**src/rtl/instr_fetch_unit_if.sv**
```systemverilog
// rtl/instr_fetch_unit_if.sv - instruction memory request/response bus between fetch unit and memory
interface instr_fetch_unit_if #(
   parameter int WIDTH = 32
);
   logic             imem_req_valid;
   logic             imem_req_ready;
   logic [WIDTH-1:0] imem_req_addr;
   logic             imem_rsp_valid;
   logic [WIDTH-1:0] imem_rsp_data;

   modport master (
      output imem_req_valid,
      output imem_req_addr,
      input  imem_req_ready,
      input  imem_rsp_valid,
      input  imem_rsp_data
   );

   modport slave (
      input  imem_req_valid,
      input  imem_req_addr,
      output imem_req_ready,
      output imem_rsp_valid,
      output imem_rsp_data
   );
endinterface

```
**src/rtl/instr_fetch_unit.sv**
```systemverilog
// rtl/instr_fetch_unit.sv - PC fetch stage with one outstanding imem request and a 2-entry instruction FIFO
module instr_fetch_unit #(
   parameter int               WIDTH     = 32,
   parameter logic [WIDTH-1:0] RESET_PC  = '0,
   parameter logic [WIDTH-1:0] NOP_INSTR = 32'h0000_0013
) (
   input  logic                clk,
   input  logic                rst,
   instr_fetch_unit_if.master  imem,
   input  logic                i_redirect_valid,
   input  logic [WIDTH-1:0]    i_redirect_pc,
   output logic                o_instr_valid,
   output logic [WIDTH-1:0]    o_instr,
   output logic [WIDTH-1:0]    o_instr_pc,
   input  logic                i_instr_ready
);
   typedef enum logic [1:0] {
      S_REQ  = 2'd0,
      S_WAIT = 2'd1,
      S_DROP = 2'd2
   } state_t;

   state_t           r_state;
   logic [WIDTH-1:0] r_fetch_pc;
   logic [WIDTH-1:0] r_pend_pc;
   logic [WIDTH-1:0] r_fifo_data [2];
   logic [WIDTH-1:0] r_fifo_pc   [2];
   logic             r_rd_ptr;
   logic             r_wr_ptr;
   logic [1:0]       r_count;

   logic             w_req_valid;
   logic             w_req_fire;
   logic             w_push;
   logic             w_pop;
   logic             w_head_valid;

   // Issue is gated on FIFO space so a returning word always has a slot.
   assign w_req_valid  = ~rst & (r_state == S_REQ) & (r_count < 2'd2) & ~i_redirect_valid;
   assign w_req_fire   = w_req_valid & imem.imem_req_ready;
   assign w_push       = (r_state == S_WAIT) & imem.imem_rsp_valid;
   assign w_head_valid = (r_count != 2'd0);
   assign w_pop        = w_head_valid & i_instr_ready;

   assign imem.imem_req_valid = w_req_valid;
   assign imem.imem_req_addr  = r_fetch_pc;

   assign o_instr_valid = w_head_valid;
   assign o_instr       = w_head_valid ? r_fifo_data[r_rd_ptr] : NOP_INSTR;
   assign o_instr_pc    = w_head_valid ? r_fifo_pc[r_rd_ptr]   : '0;

   always_ff @(posedge clk) begin
      if (rst) begin
         r_state    <= S_REQ;
         r_fetch_pc <= RESET_PC;
         r_pend_pc  <= '0;
         r_rd_ptr   <= 1'b0;
         r_wr_ptr   <= 1'b0;
         r_count    <= 2'd0;
      end else if (i_redirect_valid) begin
         // A redirect flushes everything; an in-flight request becomes stale unless it lands now.
         r_fetch_pc <= {i_redirect_pc[WIDTH-1:2], 2'b00};
         r_rd_ptr   <= 1'b0;
         r_wr_ptr   <= 1'b0;
         r_count    <= 2'd0;
         case (r_state)
            S_WAIT, S_DROP: r_state <= imem.imem_rsp_valid ? S_REQ : S_DROP;
            default:        r_state <= S_REQ;
         endcase
      end else begin
         case (r_state)
            S_REQ: begin
               if (w_req_fire) begin
                  r_state   <= S_WAIT;
                  r_pend_pc <= r_fetch_pc;
               end
            end
            S_WAIT: begin
               if (imem.imem_rsp_valid) begin
                  r_state    <= S_REQ;
                  r_fetch_pc <= r_fetch_pc + WIDTH'(4);
               end
            end
            S_DROP: begin
               if (imem.imem_rsp_valid) begin
                  r_state <= S_REQ;
               end
            end
            default: r_state <= S_REQ;
         endcase

         if (w_push) begin
            r_fifo_data[r_wr_ptr] <= imem.imem_rsp_data;
            r_fifo_pc[r_wr_ptr]   <= r_pend_pc;
            r_wr_ptr              <= ~r_wr_ptr;
         end
         if (w_pop) begin
            r_rd_ptr <= ~r_rd_ptr;
         end
         case ({w_push, w_pop})
            2'b10:   r_count <= r_count + 2'd1;
            2'b01:   r_count <= r_count - 2'd1;
            default: r_count <= r_count;
         endcase
      end
   end
endmodule
```
**src/flat_wrapper.sv**
```systemverilog
// flat-port wrapper written by rule: the top's interface ports become plain ports
module instr_fetch_unit_flat 
#(
   parameter int               WIDTH     = 32,
   parameter logic [WIDTH-1:0] RESET_PC  = '0,
   parameter logic [WIDTH-1:0] NOP_INSTR = 32'h0000_0013
)
  (clk, rst, i_redirect_valid, i_redirect_pc, o_instr_valid, o_instr, o_instr_pc, i_instr_ready, imem_imem_req_valid, imem_imem_req_addr, imem_imem_req_ready, imem_imem_rsp_valid, imem_imem_rsp_data);
  instr_fetch_unit_if #(.WIDTH(WIDTH)) imem_i ();
  input  logic clk;
  input  logic rst;
  input  logic i_redirect_valid;
  input  logic [WIDTH-1:0] i_redirect_pc;
  output logic o_instr_valid;
  output logic [WIDTH-1:0] o_instr;
  output logic [WIDTH-1:0] o_instr_pc;
  input  logic i_instr_ready;
  output wire logic [$bits(imem_i.imem_req_valid)-1:0] imem_imem_req_valid;
  output wire logic [$bits(imem_i.imem_req_addr)-1:0] imem_imem_req_addr;
  input wire logic [$bits(imem_i.imem_req_ready)-1:0] imem_imem_req_ready;
  input wire logic [$bits(imem_i.imem_rsp_valid)-1:0] imem_imem_rsp_valid;
  input wire logic [$bits(imem_i.imem_rsp_data)-1:0] imem_imem_rsp_data;
  assign imem_imem_req_valid = imem_i.imem_req_valid;
  assign imem_imem_req_addr = imem_i.imem_req_addr;
  assign imem_i.imem_req_ready = imem_imem_req_ready;
  assign imem_i.imem_rsp_valid = imem_imem_rsp_valid;
  assign imem_i.imem_rsp_data = imem_imem_rsp_data;
  instr_fetch_unit #(.WIDTH(WIDTH), .RESET_PC(RESET_PC), .NOP_INSTR(NOP_INSTR)) u_core (.clk(clk), .rst(rst), .imem(imem_i), .i_redirect_valid(i_redirect_valid), .i_redirect_pc(i_redirect_pc), .o_instr_valid(o_instr_valid), .o_instr(o_instr), .o_instr_pc(o_instr_pc), .i_instr_ready(i_instr_ready));
endmodule
```
**config.mk**
```make
export PLATFORM = sky130hd
export DESIGN_NAME = instr_fetch_unit_flat
export DESIGN_NICKNAME = d
export VERILOG_FILES = /design/src/rtl/instr_fetch_unit_if.sv /design/src/rtl/instr_fetch_unit.sv /design/src/flat_wrapper.sv
export SDC_FILE = /design/constraint.sdc
export NUM_CORES = 1
export LEC_CHECK = 0
export ABC_AREA = 1
export CORE_MARGIN = 2
export CORE_UTILIZATION = 49
export DETAILED_ROUTE_END_ITERATION = 6
export PLACE_DENSITY = 0.77
export SLEW_MARGIN = 20
export SYNTH_ARGS = -nofsm -noshare
export SYNTH_HDL_FRONTEND = slang
export SYNTH_SLANG_ARGS = --single-unit
```
**constraint.sdc**
```tcl
create_clock -name clk -period 5.7 [get_ports clk]
set_clock_uncertainty 0.2 [all_clocks]
set_input_delay 1.14 -clock clk [delete_from_list [all_inputs] [get_ports clk]]
set_output_delay 1.14 -clock clk [all_outputs]
set_load 0.01 [all_outputs]
```
==> results of run 1 <==
==> power groups by stage <==
| stage | Clock, W | Combinational (W) | Sequential [W] |
|---|---|---|---|
| 2_1_floorplan | 0 | 0.0000703 | 0.00155 |
| 5_1_grt | 0.00128 | 0.000185 | 0.00152 |
| 3_3_place_gp | 0 | 0.000163 | 0.00155 |
| 4_1_cts | 0.00124 | 0.000168 | 0.00152 |
| 3_5_place_dp | 0 | 0.000167 | 0.00155 |
| 6_report | 0.00122 | 0.000169 | 0.00152 |
==> logic make-up after synthesis <==
group,Yosys count,synth area share (%)
other,1,0.0463
and+or+nand+nor,360,19.0
adders and majority gates,4,0.618
DFF,191,62.6
buffers and inverters,110,5.66
AOI/OAI and AO/OA,186,11.7
xor gates and xnor gates,3,0.325
==> critical path: cells and delay by family <==
family	cells	cell delay, ns
buffers and inverters	4	1.31
and+or+nand+nor	2	0.44
==> through the flow <==
| stage | cells | hold WS, ns |
|---|---|---|
| final | 1231 | 0.251 |
| after CTS | 1231 | 0.249 |
| after detailed placement | 1199 | 0.231 |
| after global routing | 1231 | 0.266 |
| after global placement | 1199 | 0.228 |
| after floorplan | 858 | 0.220 |
==> cell usage in the layout (no fill, tap or decap), types with 17 or more instances in the layout <==
cell / instances
a21oi_1: 113
clkbuf_16: 17
clkdlybuf4s50_1: 161
dfxtp_1: 66
edfxtp_1: 124
inv_1: 62
nand2_1: 248
nand3_1: 45
nor2_1: 29
o21ai_0: 61
==> registers in the layout (all words and copies together) (netlist names), named ones only <==
name,flops
u_core.imem.imem_req_addr,30
u_core.r_count,2
u_core.r_fifo_data,64
u_core.r_fifo_pc,60
u_core.r_pend_pc,30
u_core.r_rd_ptr,1
u_core.r_state,2
u_core.r_wr_ptr,1
==> final timing paths <==
path	from	endpoint	slack (ns)	cells past startpoint
max	i_redirect_valid	imem_imem_req_valid	1.46	6
min	u_core.r_pend_pc[25]	u_core.r_fifo_pc[1][25]	0.25	0
max reg2reg	u_core.r_count[1]	u_core.r_count[1]	3.00	10
min reg2reg	u_core.r_pend_pc[25]	u_core.r_fifo_pc[1][25]	0.25	0
==> synth_stat cells, drive strengths merged, types with 6 or more instances <==
master	n	area [um2]
nor2	47	254
dfxtp	67	1340
a21oi	113	566
nand2	257	992
o21ai	62	310
edfxtp	124	3720
inv	67	251
nand4	8	50.1
buf	17	109
nand3	46	235
a31oi	6	37.5
clkbuf	26	97.6
==> metal layers <==
layer	share of wire, %	GRT usage, %	vias to the layer above
met5	0	0	-
met3	6.6	5.40	19
met4	1.3	5.50	0
met2	47	34.4	241
li1	-	-	3171
met1	45	28.7	2934
==> layout make-up <==
class | count | share of cell area [%]
Clock buffer | 18 | 4.10
Clock inverter | 14 | 1.80
Inverter | 67 | 2.41
Multi-Input combinational cell | 557 | 24.9
Sequential cell | 191 | 48.4
Tap cell | 216 | 2.58
Timing Repair Buffer | 168 | 15.9
==> results_dict.tcl, run 1 <==
set metrics [dict create \
    status "completed" \
    post_cts_buffers 0 \
    final_max_slew_viol_count 0 \
    avgSynthCellArea_um2 9.47 \
    fmax_mhz 236 \
    fp.coreArea_um2 16000 \
    place_hpwl_um 12200 \
    finalCritPeriodShare_pct 74.4 \
    grt.overflow.total 0 \
    ys_ff_latch 191 \
    n_fill_cell 1270 \
    ctsHoldBuffers 0 \
    cts_tree "done" \
    combPwrFrac_pct 5.8 \
    p_clk_share_pct 41.9 \
    syn_inst 855 \
    crit_slowest_cell "clkdlybuf4s50_1" \
    leakage_nw 3.78 \
    critPathLaunchType "input pin" \
    required_ns 4.36 \
    chipHeight_um 133 \
    fin_nets 1076 \
    power_density_nw_per_um2 278 \
    num_io_pins 168 \
    grt_usage_pct 21.2 \
    sw_frac_of_total_pct 20.4 \
    row_count 46 \
    p_seq_share_pct 52.3 \
    hold_violations 0 \
    initial_core_util_pct 50.6 \
    via_per_inst 5.17 \
    cts_root_buffer "clkbuf_16" \
    place_area_um2 9860 \
    post-route-util_pct 65.5 \
    cts.sinks 191 \
    preCtsSetupSlack_ns 1.42 \
    grt_max_degree 63 \
    synth_edf_count 124 \
    drc 0 \
    drt-initial-drc-count 313 \
    first_global_vias 5935 \
    internal_power_w 0.00231 \
    min_path_type "reg -> reg" \
    drt_wl_total_um 18700 \
    power_switching_w 0.000594 \
    synthesis.area_um2 8090 \
    portBuffers 161 \
    antenna_found_initial 0 \
    h-tree-depth 4 \
    drive_gt1_share_pct 6.80 \
    finish.instance_area_um2 10500 \
    worstSetupPathType "in -> out" \
    dr.pass1.iters 5 \
    finalCriticalPeriod_ns 4.24 \
    yosysSeqAreaShare_pct 62.6 \
    register_area_um2 5070 \
    synthFlopType "edfxtp_1" \
    multi_input_area_um2 2610 \
    crit_chain "clkdlybuf4s50_1, buf_4, nor2_4, inv_2, nor3_1, clkdlybuf4s50_1" \
    cp-end-kind "output port" \
    setup_ws_ns 1.46 \
    die_area_um2 17600 \
    crit_arrival_ns 2.90 \
    ir_drop_mv 0.219 \
    numCtsBuffers 17 \
    tightest_slew_ns 1.09 \
    cp_common_cell "clkdlybuf4s50_1" \
    avgRoutedWirePerCell_um 15.2 \
    gp_congestion 0.955 \
    ys_types 30 \
    die-width_um 133 \
    cp_max_fo 33 \
    num_antenna_cells 0 \
    grt_pass1_wl_um 29300 \
    clk_latency_ns 0.42 \
    max_slew_margin_pct 27.2 \
    cts_buffer_depth 2 \
    rsz0062_at_grt "no" \
    async_flop_share_pct 0 \
    area_growth_pct 29.4 \
    p_total_w 0.00291 \
    slowest_delay_ns 0.59 \
    max-cap-violations 0 \
    num_vias 6365 \
    antenna_left 0 \
    finalSetupViolations 0 \
    tns_ns 0 \
    synth_warnings 0 \
    cts-resized-gates 0 \
    clk_pin_slew_ns 0.06 \
]
Note: power is estimated with default switching activity, not from simulation.
==> run 2: changes to the inputs <==
clock period = 4.13 ns   (was 5.7 ns; I/O delays follow)
==> results_dict.tcl, run 2 (synthesis results as in run 1) <==
set metrics [dict create \
    crit_chain "clkdlybuf4s50_1, nor2_4, inv_2, nor3_1, clkdlybuf4s50_1" \
    die_area_um2 17600 \
    crit_cells 5 \
    leakage_nw 3.77 \
    hold_violations 0 \
    finalCritPeriodShare_pct 82.9 \
    worstSetupPathType "in -> out" \
    post_cts_buffers 0 \
    place_hpwl_um 12500 \
    drt-initial-drc-count 457 \
    finish.instance_area_um2 10500 \
    h-tree-depth 4 \
    dpl.cell_count 1203 \
    max_slew_margin_pct 34.2 \
    die-width_um 133 \
    cp-end-kind "output port" \
    wl_met3_um 1090 \
    antenna_left 0 \
    crit_slowest_cell "clkdlybuf4s50_1" \
    final_common_cell "nand2_1" \
    slowest_delay_ns 0.59 \
    largest_register_ffs 64 \
    first_global_vias 5895 \
    numCtsBuffers 17 \
    cts_tree "done" \
    power_density_nw_per_um2 369 \
    cts_root_buffer "clkbuf_16" \
    clk_latency_ns 0.42 \
    reg2reg_depth 7 \
    area_growth_pct 29.6 \
    top_register "u_core.r_fifo_data" \
    clk_pin_slew_ns 0.06 \
    fin_nets 1080 \
    n_fill_cell 1303 \
    required_ns 3.10 \
    grt_max_degree 63 \
    num_io_pins 168 \
    cp_common_cell "clkdlybuf4s50_1" \
    whs_path_depth 0 \
    fp.coreArea_um2 16000 \
    critPathBufInv 3 \
    rsz0062_at_grt "no" \
    drt_wl_total_um 18400 \
    stdcell_count 1235 \
    rrSetupSlack_ns 1.62 \
    via_per_inst 5.11 \
    dr.pass1.iters 7 \
    status "completed" \
    wirelength_met1_um 8380 \
    ir_drop_mv 0.295 \
    cts_buffer_depth 2 \
    drive_gt1_share_pct 7.26 \
    initial_core_util_pct 50.6 \
    row_count 46 \
    largestRegisters "u_core.r_fifo_data: 64 flops, u_core.r_fifo_pc: 60 flops" \
    fmax_mhz 292 \
    min_path_type "reg -> reg" \
    tns_ns 0 \
    portBuffers 161 \
    critPathLaunchType "input pin" \
    grt_pass1_wl_um 29700 \
    grt_usage_pct 21.3 \
    grt.overflow.total 0 \
    critPathTopFamily "buffers and inverters" \
    chipHeight_um 133 \
    top_layer_used "met4" \
    place_area_um2 9920 \
    num_antenna_cells 0 \
    ctsHoldBuffers 0 \
    wl_met2_um 8700 \
    layout_common_cells "nand2_1 (248), clkdlybuf4s50_1 (161), edfxtp_1 (124)" \
    tightest_slew_ns 0.986 \
    final_max_slew_viol_count 0 \
    finalSetupViolations 0 \
    antenna_found_initial 0 \
    num_vias 6315 \
    crit_arrival_ns 2.40 \
    max-cap-violations 0 \
    avgRoutedWirePerCell_um 14.9 \
    cts-resized-gates 0 \
    cts.sinks 191 \
    gp_congestion 0.970 \
    finalCriticalPeriod_ns 3.42 \
    cp_max_fo 5 \
    drc 0 \
]
[run 2: cell types whose count changed in the layout (fill, tap and decap cells not counted), moves of 2 or more]
cell / change
clkinv_4: -2
clkbuf_16: +2
clkinvlp_4: +3
bufinv_16: -4
clkbuf_1: +2
buf_12: +3
clkinv_1: -3
[run 2: metal layers]
| layer | vias up | GRT usage [%] |
|---|---|---|
| met5 | - | 0 |
| met4 | 0 | 6.57 |
| met3 | 22 | 4.02 |
| met2 | 202 | 33.8 |
| met1 | 2916 | 29.8 |
| li1 | 3175 | - |
[run 2: path summary, 6_finish.rpt]
kind | start | end
min | u_core.r_pend_pc[17] | u_core.r_fifo_pc[0][17]
max | i_redirect_valid | imem_imem_req_valid
max reg2reg | u_core.r_state[1] | u_core.r_fifo_data[0][5]
min reg2reg | u_core.r_pend_pc[17] | u_core.r_fifo_pc[0][17]
[run 2: per-stage QoR]
| step | hold slack, ns | util [%] | setup WS, ns | total power (W) |
|---|---|---|---|---|
| after floorplan | 0.220 | - | 0.440 | 0.00223 |
| after global placement | 0.229 | 62.0 | 0.713 | 0.00236 |
| after detailed placement | 0.234 | 62.0 | 0.679 | 0.00237 |
| after CTS | 0.251 | 65.5 | 0.676 | 0.00389 |
| after global routing | 0.256 | 65.5 | 0.613 | 0.00398 |
| final | 0.249 | 65.5 | 0.706 | 0.00386 |
[run 2: power by group]
group          switching, W  internal [W]  leakage [nW]
logic              0.000109      0.000121          1.78
registers         0.0000384       0.00206          1.73
clock network      0.000687      0.000848         0.268
total              0.000835       0.00303          3.77
[run 2: layout make-up]
type | instances | area (um2) | share of cell area (%)
clock buffers | 22 | 487 | 4.64
clock inverters | 10 | 76.3 | 0.728
inverters | 67 | 251 | 2.40
multi-input cells | 557 | 2610 | 24.8
flip-flops and latches | 191 | 5070 | 48.3
well taps | 216 | 270 | 2.58
repair buffers | 172 | 1730 | 16.5
